[src/rtl/gpio_irq_pkg.sv]
// gpio_irq_pkg: register map, word indices and shared types for gpio_edge_irq
package gpio_irq_pkg;
  localparam logic [31:0] OFF_PEND  = 32'h00;
  localparam logic [31:0] OFF_IEN   = 32'h04;
  localparam logic [31:0] OFF_RISE  = 32'h08;
  localparam logic [31:0] OFF_FALL  = 32'h0C;
  localparam logic [31:0] OFF_LEVEL = 32'h10;
  localparam logic [2:0] IDX_PEND  = 3'd0;
  localparam logic [2:0] IDX_IEN   = 3'd1;
  localparam logic [2:0] IDX_RISE  = 3'd2;
  localparam logic [2:0] IDX_FALL  = 3'd3;
  localparam logic [2:0] IDX_LEVEL = 3'd4;
  localparam int CNT_W = $clog2(65536);
  typedef struct packed {
    logic       valid;
    logic       write;
    logic [2:0] idx;
  } bus_cap_t;
endpackage

[src/rtl/gpio_debounce.sv]
// gpio_debounce: per-pin 2-flop synchronizer, optional debounce (GPIO_IRQ_DEBOUNCE_EN) and edge detect
module gpio_debounce
  import gpio_irq_pkg::*;
#(
  parameter int DEB_CYCLES = 16
) (
  input  logic HCLK,
  input  logic HRESETn,
  input  logic pin_i,
  output logic level_o,
  output logic rise_o,
  output logic fall_o
);
  logic s1_q, s2_q, stable_q;
`ifdef GPIO_IRQ_DEBOUNCE_EN
  logic [CNT_W-1:0] cnt_q, cnt_d;
  logic stable_d, prev_q, hit;
  assign hit = cnt_q == CNT_W'(DEB_CYCLES - 1);
  // count consecutive cycles where the synchronized level disagrees with the stable level
  always_comb begin
    cnt_d    = (s2_q == stable_q || hit) ? '0 : cnt_q + CNT_W'(1);
    stable_d = (s2_q != stable_q && hit) ? s2_q : stable_q;
  end
  // synchronizer, debounce state and previous stable level for edge detection
  always_ff @(posedge HCLK or negedge HRESETn)
    if (!HRESETn) {s1_q, s2_q, stable_q, prev_q, cnt_q} <= '0;
    else {s1_q, s2_q, stable_q, prev_q, cnt_q} <= {pin_i, s1_q, stable_d, stable_q, cnt_d};
  assign rise_o = stable_q & ~prev_q;
  assign fall_o = ~stable_q & prev_q;
`else
  logic [CNT_W-1:0] unused_deb;
  assign unused_deb = CNT_W'(DEB_CYCLES);
  // synchronizer followed by a plain level register; edges are seen as sync2 leaves stable
  always_ff @(posedge HCLK or negedge HRESETn)
    if (!HRESETn) {s1_q, s2_q, stable_q} <= '0;
    else {s1_q, s2_q, stable_q} <= {pin_i, s1_q, s2_q};
  assign rise_o = s2_q & ~stable_q;
  assign fall_o = ~s2_q & stable_q;
`endif
  assign level_o = stable_q;
endmodule

[src/rtl/gpio_edge_irq.sv]
// gpio_edge_irq: AHB-Lite GPIO edge interrupt controller; debounce enabled by GPIO_IRQ_DEBOUNCE_EN
module gpio_edge_irq
  import gpio_irq_pkg::*;
#(
  parameter int PIN_NUM    = 32,
  parameter int DEB_CYCLES = 16
) (
  input  logic               HCLK,
  input  logic               HRESETn,
  input  logic               HSEL,
  input  logic [31:0]        HADDR,
  input  logic [1:0]         HTRANS,
  input  logic               HWRITE,
  input  logic [31:0]        HWDATA,
  input  logic               HREADY,
  output logic               HREADYOUT,
  output logic [31:0]        HRDATA,
  output logic               HRESP,
  input  logic [PIN_NUM-1:0] pin_in,
  output logic               irq
);
  bus_cap_t cap_q, cap_d;
  logic [PIN_NUM-1:0] pend_q, pend_d, ien_q, ien_d, rise_en_q, rise_en_d, fall_en_q, fall_en_d;
  logic [PIN_NUM-1:0] level, rise, fall, wdat, rd_sel;
  logic irq_q, irq_d, we, unused_bus;
  assign unused_bus = ^{HADDR[31:5], HADDR[1:0], HTRANS[0]};
  assign HREADYOUT = 1'b1;
  assign HRESP = 1'b0;
  assign irq = irq_q;
  assign we = cap_q.valid & cap_q.write & HREADY;
  assign wdat = HWDATA[PIN_NUM-1:0];
  for (genvar i = 0; i < PIN_NUM; i++) begin : g_pin
    gpio_debounce #(.DEB_CYCLES(DEB_CYCLES)) u_deb (
      .HCLK(HCLK), .HRESETn(HRESETn), .pin_i(pin_in[i]),
      .level_o(level[i]), .rise_o(rise[i]), .fall_o(fall[i])
    );
  end
  // address-phase capture, register writes and W1C with set-wins pending logic
  always_comb begin
    cap_d = HREADY ? bus_cap_t'{valid: HSEL & HTRANS[1], write: HWRITE, idx: HADDR[4:2]} : cap_q;
    ien_d = (we && cap_q.idx == IDX_IEN) ? wdat : ien_q;
    rise_en_d = (we && cap_q.idx == IDX_RISE) ? wdat : rise_en_q;
    fall_en_d = (we && cap_q.idx == IDX_FALL) ? wdat : fall_en_q;
    pend_d = (pend_q & ~((we && cap_q.idx == IDX_PEND) ? wdat : '0)) | (rise & rise_en_q) | (fall & fall_en_q);
    irq_d = |(pend_q & ien_q);
  end
  // data-phase read mux; zero unless the captured transfer was a valid read
  always_comb begin
    rd_sel = cap_q.idx == IDX_PEND ? pend_q :
             cap_q.idx == IDX_IEN ? ien_q :
             cap_q.idx == IDX_RISE ? rise_en_q :
             cap_q.idx == IDX_FALL ? fall_en_q :
             cap_q.idx == IDX_LEVEL ? level : '0;
    HRDATA = '0;
    HRDATA[PIN_NUM-1:0] = (cap_q.valid & ~cap_q.write) ? rd_sel : '0;
  end
  // state registers
  always_ff @(posedge HCLK or negedge HRESETn)
    if (!HRESETn) begin
      cap_q <= '0;
      pend_q <= '0;
      ien_q <= '0;
      rise_en_q <= '0;
      fall_en_q <= '0;
      irq_q <= 1'b0;
    end else begin
      cap_q <= cap_d;
      pend_q <= pend_d;
      ien_q <= ien_d;
      rise_en_q <= rise_en_d;
      fall_en_q <= fall_en_d;
      irq_q <= irq_d;
    end
endmodule

[config.mk]
export PLATFORM = sky130hd
export DESIGN_NAME = gpio_edge_irq
export DESIGN_NICKNAME = d
export VERILOG_FILES = /design/src/rtl/gpio_irq_pkg.sv /design/src/rtl/gpio_debounce.sv /design/src/rtl/gpio_edge_irq.sv
export SDC_FILE = /design/constraint.sdc
export NUM_CORES = 1
export LEC_CHECK = 0
export CAP_MARGIN = 20
export CORE_ASPECT_RATIO = 0.9
export CORE_MARGIN = 4
export CORE_UTILIZATION = 45
export DETAILED_ROUTE_END_ITERATION = 16
export PLACE_DENSITY = 0.68
export SLEW_MARGIN = 15
export SYNTH_ARGS = -nofsm -noshare
export SYNTH_HDL_FRONTEND = slang
export SYNTH_SLANG_ARGS = --single-unit
[constraint.sdc]
create_clock -name HCLK -period 2 [get_ports HCLK]
set_clock_uncertainty 0.1 [all_clocks]
set_input_delay 0.4 -clock HCLK [delete_from_list [all_inputs] [get_ports HCLK]]
set_output_delay 0.4 -clock HCLK [all_outputs]
set_load 0.01 [all_outputs]
# [Word-level counts from Yosys, hierarchy flattened]
# Index checks and enable logic that the tools add are counted.
# W data, S select, Z words.
[classes] n_eq_ne=4 mux=7 n_bitwise=140 n_reduce_logical=6
[ops] op="$mux W32" count=7
[ops] op="$and A32 B32 Y32" count=4
[ops] op="$and A1 B1 Y1" count=68
[ops] op="$not A1 Y1" count=65
[ops] op="$or A32 B32 Y32" count=2
[ops] op="$not A32 Y32" count=1
[ops] op="$reduce_or A32 Y1" count=1
[ops] op="$eq A3 B2 Y1 const B" count=2
[ops] op="$logic_and A1 B1 Y1" count=4
[ops] op="$eq A3 B1 Y1 const B" count=1
[ops] op="$eq A3 B3 Y1 const B" count=1
[ops] op="$logic_not A3 Y1" count=1
[word_totals] register_bits=230 elab_cells=261

# [Depth between registers and ports, before layout]
# Gate-level depths: netlist of the first run.
[logic_depth] ltp_word=8 mapped_depth=8

# [By module]
# A second synthesis of the first run with hierarchy kept.
[unflattened] cells_unflattened=802 hier_area_um2=10077.2
[modules_own_cells] module="gpio_edge_irq" n_inst=1 cells_per_inst=642 area_each_um2=7194.4
[modules_own_cells] module="gpio_debounce" n_inst=32 cells_per_inst=5 area_each_um2=90.1

# [Least setup slack after synthesis of the first run]
# Ideal clock, no wire load.
[synth_timing] path_kind="input -> register" from="in HREADY" to="reg rise_en_q[11]" arrival_ps=1559 t_required_ps=1775 path_slack_ps=216 stages=7 cell_sequence="buf_4 > nand3_2 > nor3b_1 > and2_1 > buf_4 > buf_6 > mux2_2"
[synth_via] elab_chain_len=2
[synth_lines] item="start, declared" line="gpio_edge_irq.sv:15" rtl="input logic HREADY,"
[synth_lines] item="$and A1 B1 Y1" line="gpio_edge_irq.sv:30" rtl="assign we = cap_q.valid & cap_q.write & HREADY;"
[synth_lines] item="$logic_and A1 B1 Y1" line="gpio_edge_irq.sv:42" rtl="rise_en_d = (we && cap_q.idx == IDX_RISE) ? wdat : rise_en_q;"
[synth_lines] item="end signal, assigned" line="gpio_edge_irq.sv:70" rtl="rise_en_q <= rise_en_d;"
[synth_lines] item="end, declared" line="gpio_edge_irq.sv:23" rtl="logic [PIN_NUM-1:0] pend_q, pend_d, ien_q, ien_d, rise_en_q, rise_en_d, fall_en_q, fall_en_d;"
# Every way passes these cells.
# A chain may end at the register's enable or synchronous reset.

# [Worst setup path in the final report of the first run]
[layout_timing] from="reg cap_q[1] (netlist name)" to="out HRDATA[11]"
[layout_via] elab_chain_len=7 word_cells_on_any_way=11 classes_between="eq/ne: 4; mux: 6; reduce/logical: 1"
[layout_lines] item="start, declared" line="gpio_edge_irq.sv:22" rtl="bus_cap_t cap_q, cap_d;"
[layout_lines] item="start signal, assigned" line="gpio_edge_irq.sv:67" rtl="cap_q <= cap_d;"
[layout_lines] item="$eq A3 B3 Y1" line="gpio_edge_irq.sv:53" rtl="cap_q.idx == IDX_LEVEL ? level : '0;"
[layout_lines] item="$mux W32" line="gpio_edge_irq.sv:53"
[layout_lines] item="$mux W32" line="gpio_edge_irq.sv:52" rtl="cap_q.idx == IDX_FALL ? fall_en_q :"
[layout_lines] item="$mux W32" line="gpio_edge_irq.sv:51" rtl="cap_q.idx == IDX_RISE ? rise_en_q :"
[layout_lines] item="$mux W32" line="gpio_edge_irq.sv:50" rtl="cap_q.idx == IDX_IEN ? ien_q :"
[layout_lines] item="$mux W32 *" line="gpio_edge_irq.sv:49" rtl="rd_sel = cap_q.idx == IDX_PEND ? pend_q :"
[layout_lines] item="$mux W32 *" line="gpio_edge_irq.sv:55" rtl="HRDATA[PIN_NUM-1:0] = (cap_q.valid & ~cap_q.write) ? rd_sel : '0;"
[layout_lines] item="end, declared" line="gpio_edge_irq.sv:17" rtl="output logic [31:0] HRDATA,"
# Mark *: on every way between the ends. The rest lies on a longest branch, timed or not.

==> flow_summary.json, run 1 <==
{
  "worstPathCellList": "or3_4 -> buf_12 -> buf_4 -> o21ai_2 -> nor2_1 -> clkbuf_2",
  "cts_root_buf": "clkbuf_16",
  "grt_max_degree": 59,
  "drtPass1Iterations": 4,
  "ff_latch_area_sq_um": 5760,
  "fin_crit_sh_pct": 126,
  "fmax_mhz": 396,
  "multiInputGateArea_sq_um": 3520,
  "antenna_found_initial": 1,
  "nets": 1101,
  "rsz0062_at_grt": "yes",
  "wl_met2_um": 11100,
  "synth.distinct_cells": 32,
  "syn2layout_area_growth_pct": 26.2,
  "drive_gt1_share_pct": 24.1,
  "grt.overflow.total": 0,
  "mostFrequentLayoutCell": "dfrtp_1",
  "drc": 0,
  "rr_worst_depth": 6,
  "max_stage_delay_ps": 500,
  "h-tree-depth": 1,
  "final-setup-viol-count": 58,
  "die_y_um": 147,
  "cts_buffers": 24,
  "syn_inst": 863,
  "powerDensity_nw_per_um2": 1000,
  "mostFrequentLayoutCells": "229 x dfrtp_1, 72 x clkdlybuf4s50_1, 66 x nand2_1",
  "dieArea_sq_um": 24000,
  "drv_slew": 0,
  "r2r_end": "pend_q[4]",
  "io_pins": 138,
  "clock_path_buffers": 3,
  "cp.buffers_inverters": 3,
  "drt-initial-drc-count": 491,
  "worstPathRequired_ps": 1500,
  "dp_hpwl_um": 16700,
  "syn_area_sq_um": 9720,
  "fin_area_sq_um": 12300,
  "worstSetupPathType": "flop to primary output",
  "hold_class": "primary input to flop",
  "synthesis.yosys.warnings": 0,
  "clk_pin_slew_ps": 60,
  "post-route-min-period_ps": 2530,
  "whs_endpoint": "g_pin[18].u_deb.s1_q",
  "cts_tree": "done",
  "wl_per_cell_um": 18.9,
  "highest_layer": "met4",
  "globalplace.congestion": 0.798,
  "placed_area_sq_um": 11400,
  "violations": "setup timing",
  "grt_pass1_wl_um": 39300,
  "via_per_inst": 5.29,
  "diodes": 0,
  "vdd_drop_max_mv": 0.585,
  "cellLeakagePower_uw": 0.00548,
  "hold_viol": 0,
  "n_fill_cell": 1763,
  "ys_seq_area_share_pct": 59.2,
  "portBuffers": 105,
  "setup_slack_ps": -528,
  "clock_latency_ps": 510,
  "critPathMaxFanout": 12,
  "drt-met1-wl_um": 11700,
  "crit_arrival_ps": 2030,
  "route.met3.wl_um": 1250,
  "r2r-start": "cap_q[1]",
  "postSynthAreaPerCell_sq_um": 11.3,
  "wl_um": 24500,
  "whs_ps": 217,
  "hold_start": "pin_in[18]",
  "start_util_pct": 46.3,
  "startpoint_type": "flop",
  "clkSinkCount": 230,
  "die_w_um": 163,
  "r2r_slack_ps": -60,
  "grt_pass1_vias": 7037,
  "cp_slowest_cell": "dfrtp_4",
  "status": "complete, but fails checks",
  "critPathCaptureType": "primary output",
  "vias": 6887,
  "antenna_left": 0,
  "min_path_cells": 1,
  "track_usage_pct": 20.6,
  "rows": 50,
  "critPathTopFamily": "flip-flops",
  "drv_cap": 0,
  "synth-seq-cells": 230,
  "syn_nets": 966,
  "core-area_sq_um": 21000
}
## Yosys cell counts (all sizes together)
| cell | n | share of area [%] |
|---|---|---|
| dfrtp | 230 | 59 |
| nand2b | 1 | 0.14 |
| nor3b | 1 | 0.077 |
| nand3b | 4 | 0.31 |
| a21oi | 32 | 1.6 |
| conb | 2 | 0.077 |
| inv | 66 | 2.5 |
| o21ai | 98 | 6.5 |
| or2 | 1 | 0.090 |
| mux2i | 32 | 3.3 |
| o22ai | 32 | 2.1 |
| buf | 27 | 2.5 |
| nor2 | 65 | 2.5 |
| and2 | 1 | 0.064 |
| nand4 | 4 | 0.26 |
| mux2 | 67 | 7.8 |
| nand2 | 66 | 2.5 |
| nor2b | 32 | 2.1 |
| or4 | 1 | 0.077 |
| clkbuf | 21 | 0.81 |
| o211ai | 32 | 2.5 |
| nand3 | 30 | 1.6 |
| a22oi | 16 | 1.2 |
| or3 | 2 | 0.18 |
## sequential cells by signal, summed over array words and instances, names as in the netlist
signal	count
cap_q	5
fall_en_q	32
g_pin.u_deb.level_o	32
g_pin.u_deb.s1_q	32
g_pin.u_deb.s2_q	32
ien_q	32
irq	1
pend_q	32
rise_en_q	32
## final cells by class
| cell class | count | share of cell area, % |
|---|---|---|
| repair buffers | 156 | 12.7 |
| clock buffers | 36 | 5.84 |
| inverters | 66 | 2.02 |
| flip-flops and latches | 230 | 46.9 |
| multi-input cells | 520 | 28.7 |
| well taps | 286 | 2.92 |
| clock inverters | 7 | 0.938 |
## cells by family after synthesis
family | after synthesis | synth area share (%)
compound gates | 210 | 14.0
buf+inv | 114 | 5.82
flops | 230 | 59.2
mux | 99 | 11.1
other cells | 2 | 0.0772
simple gates | 208 | 9.91
## power by group
part           leakage, uW  switching, uW  internal [uW]
Clock             0.000402           1780           2860
Sequential         0.00277            566           5250
Combinational      0.00231            884            966
Total              0.00548           3230           9070
## layer usage
| metal | track usage, % | vias up |
|---|---|---|
| met3 | 3.32 | 30 |
| met5 | 0 | - |
| li1 | - | 3256 |
| met1 | 30.8 | 3425 |
| met2 | 31.8 | 176 |
| met4 | 4.86 | 0 |
## stage by stage
| stage | total power, uW | instances | util [%] | TNS [ps] | setup WS (ps) |
|---|---|---|---|---|---|
| 2_1_floorplan | 6780 | 863 | - | 0 | 216 |
| 6_report | 12300 | 1301 | 58.4 | -15240 | -528 |
| 3_3_place_gp | 7600 | 1250 | 54.3 | -33770 | -425 |
| 5_1_grt | 12900 | 1301 | 58.4 | -19020 | -620 |
| 3_5_place_dp | 7670 | 1250 | 54.3 | -35230 | -422 |
| 4_1_cts | 12300 | 1297 | 58.1 | -19740 | -648 |
## timing repair
item | in CTS | in global routing
hold buffers | 1 | 0
setup endpoints to repair | 84 | 86
pin swaps | 9 | 23
hold endpoints to repair | 33 | 0
resized for setup | 103 | 76
cloned | 0 | 1
buffers inserted | 3 | 4
## worst max path at each step
stage,endpoint,startpoint,depth (start not counted),slack [ps]
2_1_floorplan,rise_en_q[11],HREADY,7,220
3_3_place_gp,HRDATA[18],cap_q[1],5,-420
3_5_place_dp,HRDATA[18],cap_q[1],5,-420
4_1_cts,HRDATA[8],cap_q[1],5,-650
5_1_grt,HRDATA[17],cap_q[1],7,-620
6_report,HRDATA[11],cap_q[1],6,-530
Power figures use the tool's default switching activity.
==> run 2, diff against run 1 <==
- ABC_AREA: unset -> 1
- SLEW_MARGIN: 15 -> 5
==> run 2 against run 1 <==
Compared with the run above: the run still ends with setup timing left; clock-buffer cell count is 1 higher; combinational power is 19% higher; design area is 5.5% higher; via count is 17% higher; register-to-register slack better by 150 ps; global-route usage is 0.93 points higher.
==> flow_summary.json, run 2 <==
{
  "status": "complete, but fails checks",
  "violations": "setup timing",
  "vias": 8071,
  "hold_class": "primary input to flop",
  "hold_viol": 0,
  "clock_path_buffers": 3,
  "startpoint_type": "flop",
  "r2r-start": "cap_q[1]",
  "critPathCaptureType": "primary output",
  "grt_max_degree": 56,
  "fin_crit_sh_pct": 128,
  "start_util_pct": 46.3,
  "worstSetupPathType": "flop to primary output",
  "n_fill_cell": 1786,
  "yosysMostFrequentCell": "nand2_1",
  "globalplace.congestion": 0.853,
  "crit_start": "cap_q[1]",
  "fin_area_sq_um": 13000,
  "mostFrequentLayoutCell": "nand2_1",
  "crit_arrival_ps": 2070,
  "rows": 50,
  "wl_per_cell_um": 16.9,
  "critPathMaxFanout": 7,
  "cts_buffers": 25,
  "synth_area_leaders": "dfrtp_1 59%, nand2_1 11%, nand3_1 4.6%",
  "syn_nets": 1185,
  "synth.distinct_cells": 27,
  "antenna_left": 0,
  "synth_top_flop_cell": "dfrtp_1",
  "placed_area_sq_um": 11600,
  "mostFrequentLayoutCells": "272 x nand2_1, 227 x dfrtp_1, 85 x inv_1, 85 x o21ai_1, 81 x nor2_1",
  "clock_latency_ps": 530,
  "ys_async_sr_fraction_pct": 100,
  "synthesis.yosys.warnings": 0,
  "cts_tree": "done",
  "h-tree-depth": 1,
  "powerDensity_nw_per_um2": 939,
  "grt.overflow.total": 0,
  "worstPathRequired_ps": 1500,
  "io_pins": 138,
  "yosysTopAreaCellShare_pct": 59.0,
  "diodes": 0,
  "vdd_drop_max_mv": 0.545,
  "clk_pin_slew_ps": 60,
  "portBuffers": 105,
  "r2r_slack_ps": 90,
  "core-area_sq_um": 21100,
  "syn2layout_area_growth_pct": 32.7,
  "worstPathCellList": "nor2_4 -> buf_6 -> buf_12 -> buf_8 -> nand3_4 -> nand2_2 -> nand3_2 -> a21oi_2 -> buf_2",
  "netlist_top_cells_count": "290 x nand2_1, 230 x dfrtp_1, 90 x nand3_1",
  "rsz0062_at_grt": "yes",
  "drtPass1Iterations": 6,
  "clkSinkCount": 230,
  "antenna_found_initial": 0,
  "cts_root_buf": "clkbuf_16",
  "syn_inst": 1082,
  "via_per_inst": 5.18,
  "yosysTopAreaCell": "dfrtp_1",
  "drc": 0,
  "track_usage_pct": 21.5,
  "synth-seq-cells": 230,
  "max_stage_delay_ps": 470,
  "dieArea_sq_um": 24100,
  "die_y_um": 148,
  "ys_seq_area_share_pct": 59.0,
  "postSynthAreaPerCell_sq_um": 9.02,
  "wl_um": 26300,
  "cellLeakagePower_uw": 0.00599,
  "drv_slew": 0,
  "post-route-min-period_ps": 2570,
  "dp_hpwl_um": 16400,
  "nets": 1360,
  "cp_slowest_cell": "dfrtp_2",
  "grt_pass1_vias": 7942,
  "grt_pass1_wl_um": 41700,
  "hold_start": "pin_in[25]",
  "die_w_um": 163,
  "setup_slack_ps": -570,
  "syn_area_sq_um": 9760,
  "whs_ps": 207,
  "synth_edf_count": 0,
  "fmax_mhz": 389,
  "drive_gt1_share_pct": 21.6,
  "drt-initial-drc-count": 649,
  "drv_cap": 0,
  "final-setup-viol-count": 32,
  "post-place-ws_ps": -339
}
[run 2: changes by cell type after synthesis, moves of 49 or more]
cell     before  now
o21ai_1      23   72
o21ai_0      36   85
mux2_2       56    1
nand3_1      29   90
nand2_1      66  290
[run 2: logic make-up (layout without fill, tap and decap cells)]
logic type / count (synthesis) / after routing / synth area share, %
AO/OA/AOI/OAI: 229 / 229 / 13.1
other: 2 / 2 / 0.0769
multiplexers: 1 / 1 / 0.115
AND/OR/NAND/NOR: 479 / 479 / 20.5
buffers and inverters: 141 / 332 / 7.29
flip-flops: 230 / 230 / 59.0
[run 2: timing repair]
action / in CTS / in global routing
buffers inserted: 21 / 11
gates cloned: 3 / 0
endpoints found under the setup margin: 32 / 32
resized for setup: 216 / 52
endpoints found under the hold margin: 48 / 0
pin swaps: 39 / 33
hold buffers: 1 / 0
[run 2: worst max-delay path, delay by kind of cell (launching register included)]
family          cells  cell delay (ps)
buf+inv             4              530
flops               1              470
simple gates        4              350
compound gates      1              180
[run 2: layout make-up]
cell class / instances / area, sq um / share of cell area, %
flip-flops and latches: 230 / 5760 / 44.5
inverters: 89 / 344 / 2.66
clock buffers: 37 / 701 / 5.41
well taps: 286 / 358 / 2.76
repair buffers: 200 / 2080 / 16.1
clock inverters: 6 / 38.8 / 0.299
multi-input cells: 711 / 3670 / 28.3
[run 2: metal layers]
| metal | vias up | track usage [%] | wire [um] |
|---|---|---|---|
| met5 | - | 0 | 0 |
| met4 | 0 | 5.37 | 588 |
| met3 | 42 | 3.71 | 1790 |
| met2 | 288 | 34.2 | 12400 |
| met1 | 3857 | 31.1 | 11500 |
| li1 | 3884 | - | - |
[run 2: path summary, 6_finish.rpt]
check / depth (start not counted) / endpoint
max in group asynchronous: 3 / pend_q[6]
worst min register to register: 0 / g_pin[0].u_deb.s2_q
min in group asynchronous: 2 / g_pin[3].u_deb.s1_q
worst max register to register: 9 / pend_q[15]
worst min-delay path: 1 / g_pin[25].u_deb.s1_q
worst max-delay path: 9 / HRDATA[29]
[run 2: power breakdown]
part / switching [uW] / internal [uW]
clock network: 1810 / 2410
registers: 460 / 5280
logic: 1220 / 984
total: 3490 / 8680
[run 2: stage by stage]
| step | power, uW | cells | utilization [%] | setup TNS [ps] |
|---|---|---|---|---|
| 6_report | 12200 | 1559 | 61.4 | -16270 |
| 5_1_grt | 12800 | 1559 | 61.4 | -19180 |
| 4_1_cts | 12100 | 1550 | 60.3 | -15290 |
| 3_5_place_dp | 7710 | 1482 | 54.9 | -9350 |
| 3_3_place_gp | 7650 | 1482 | 54.9 | -8910 |
| 2_1_floorplan | 6820 | 1082 | - | 0 |
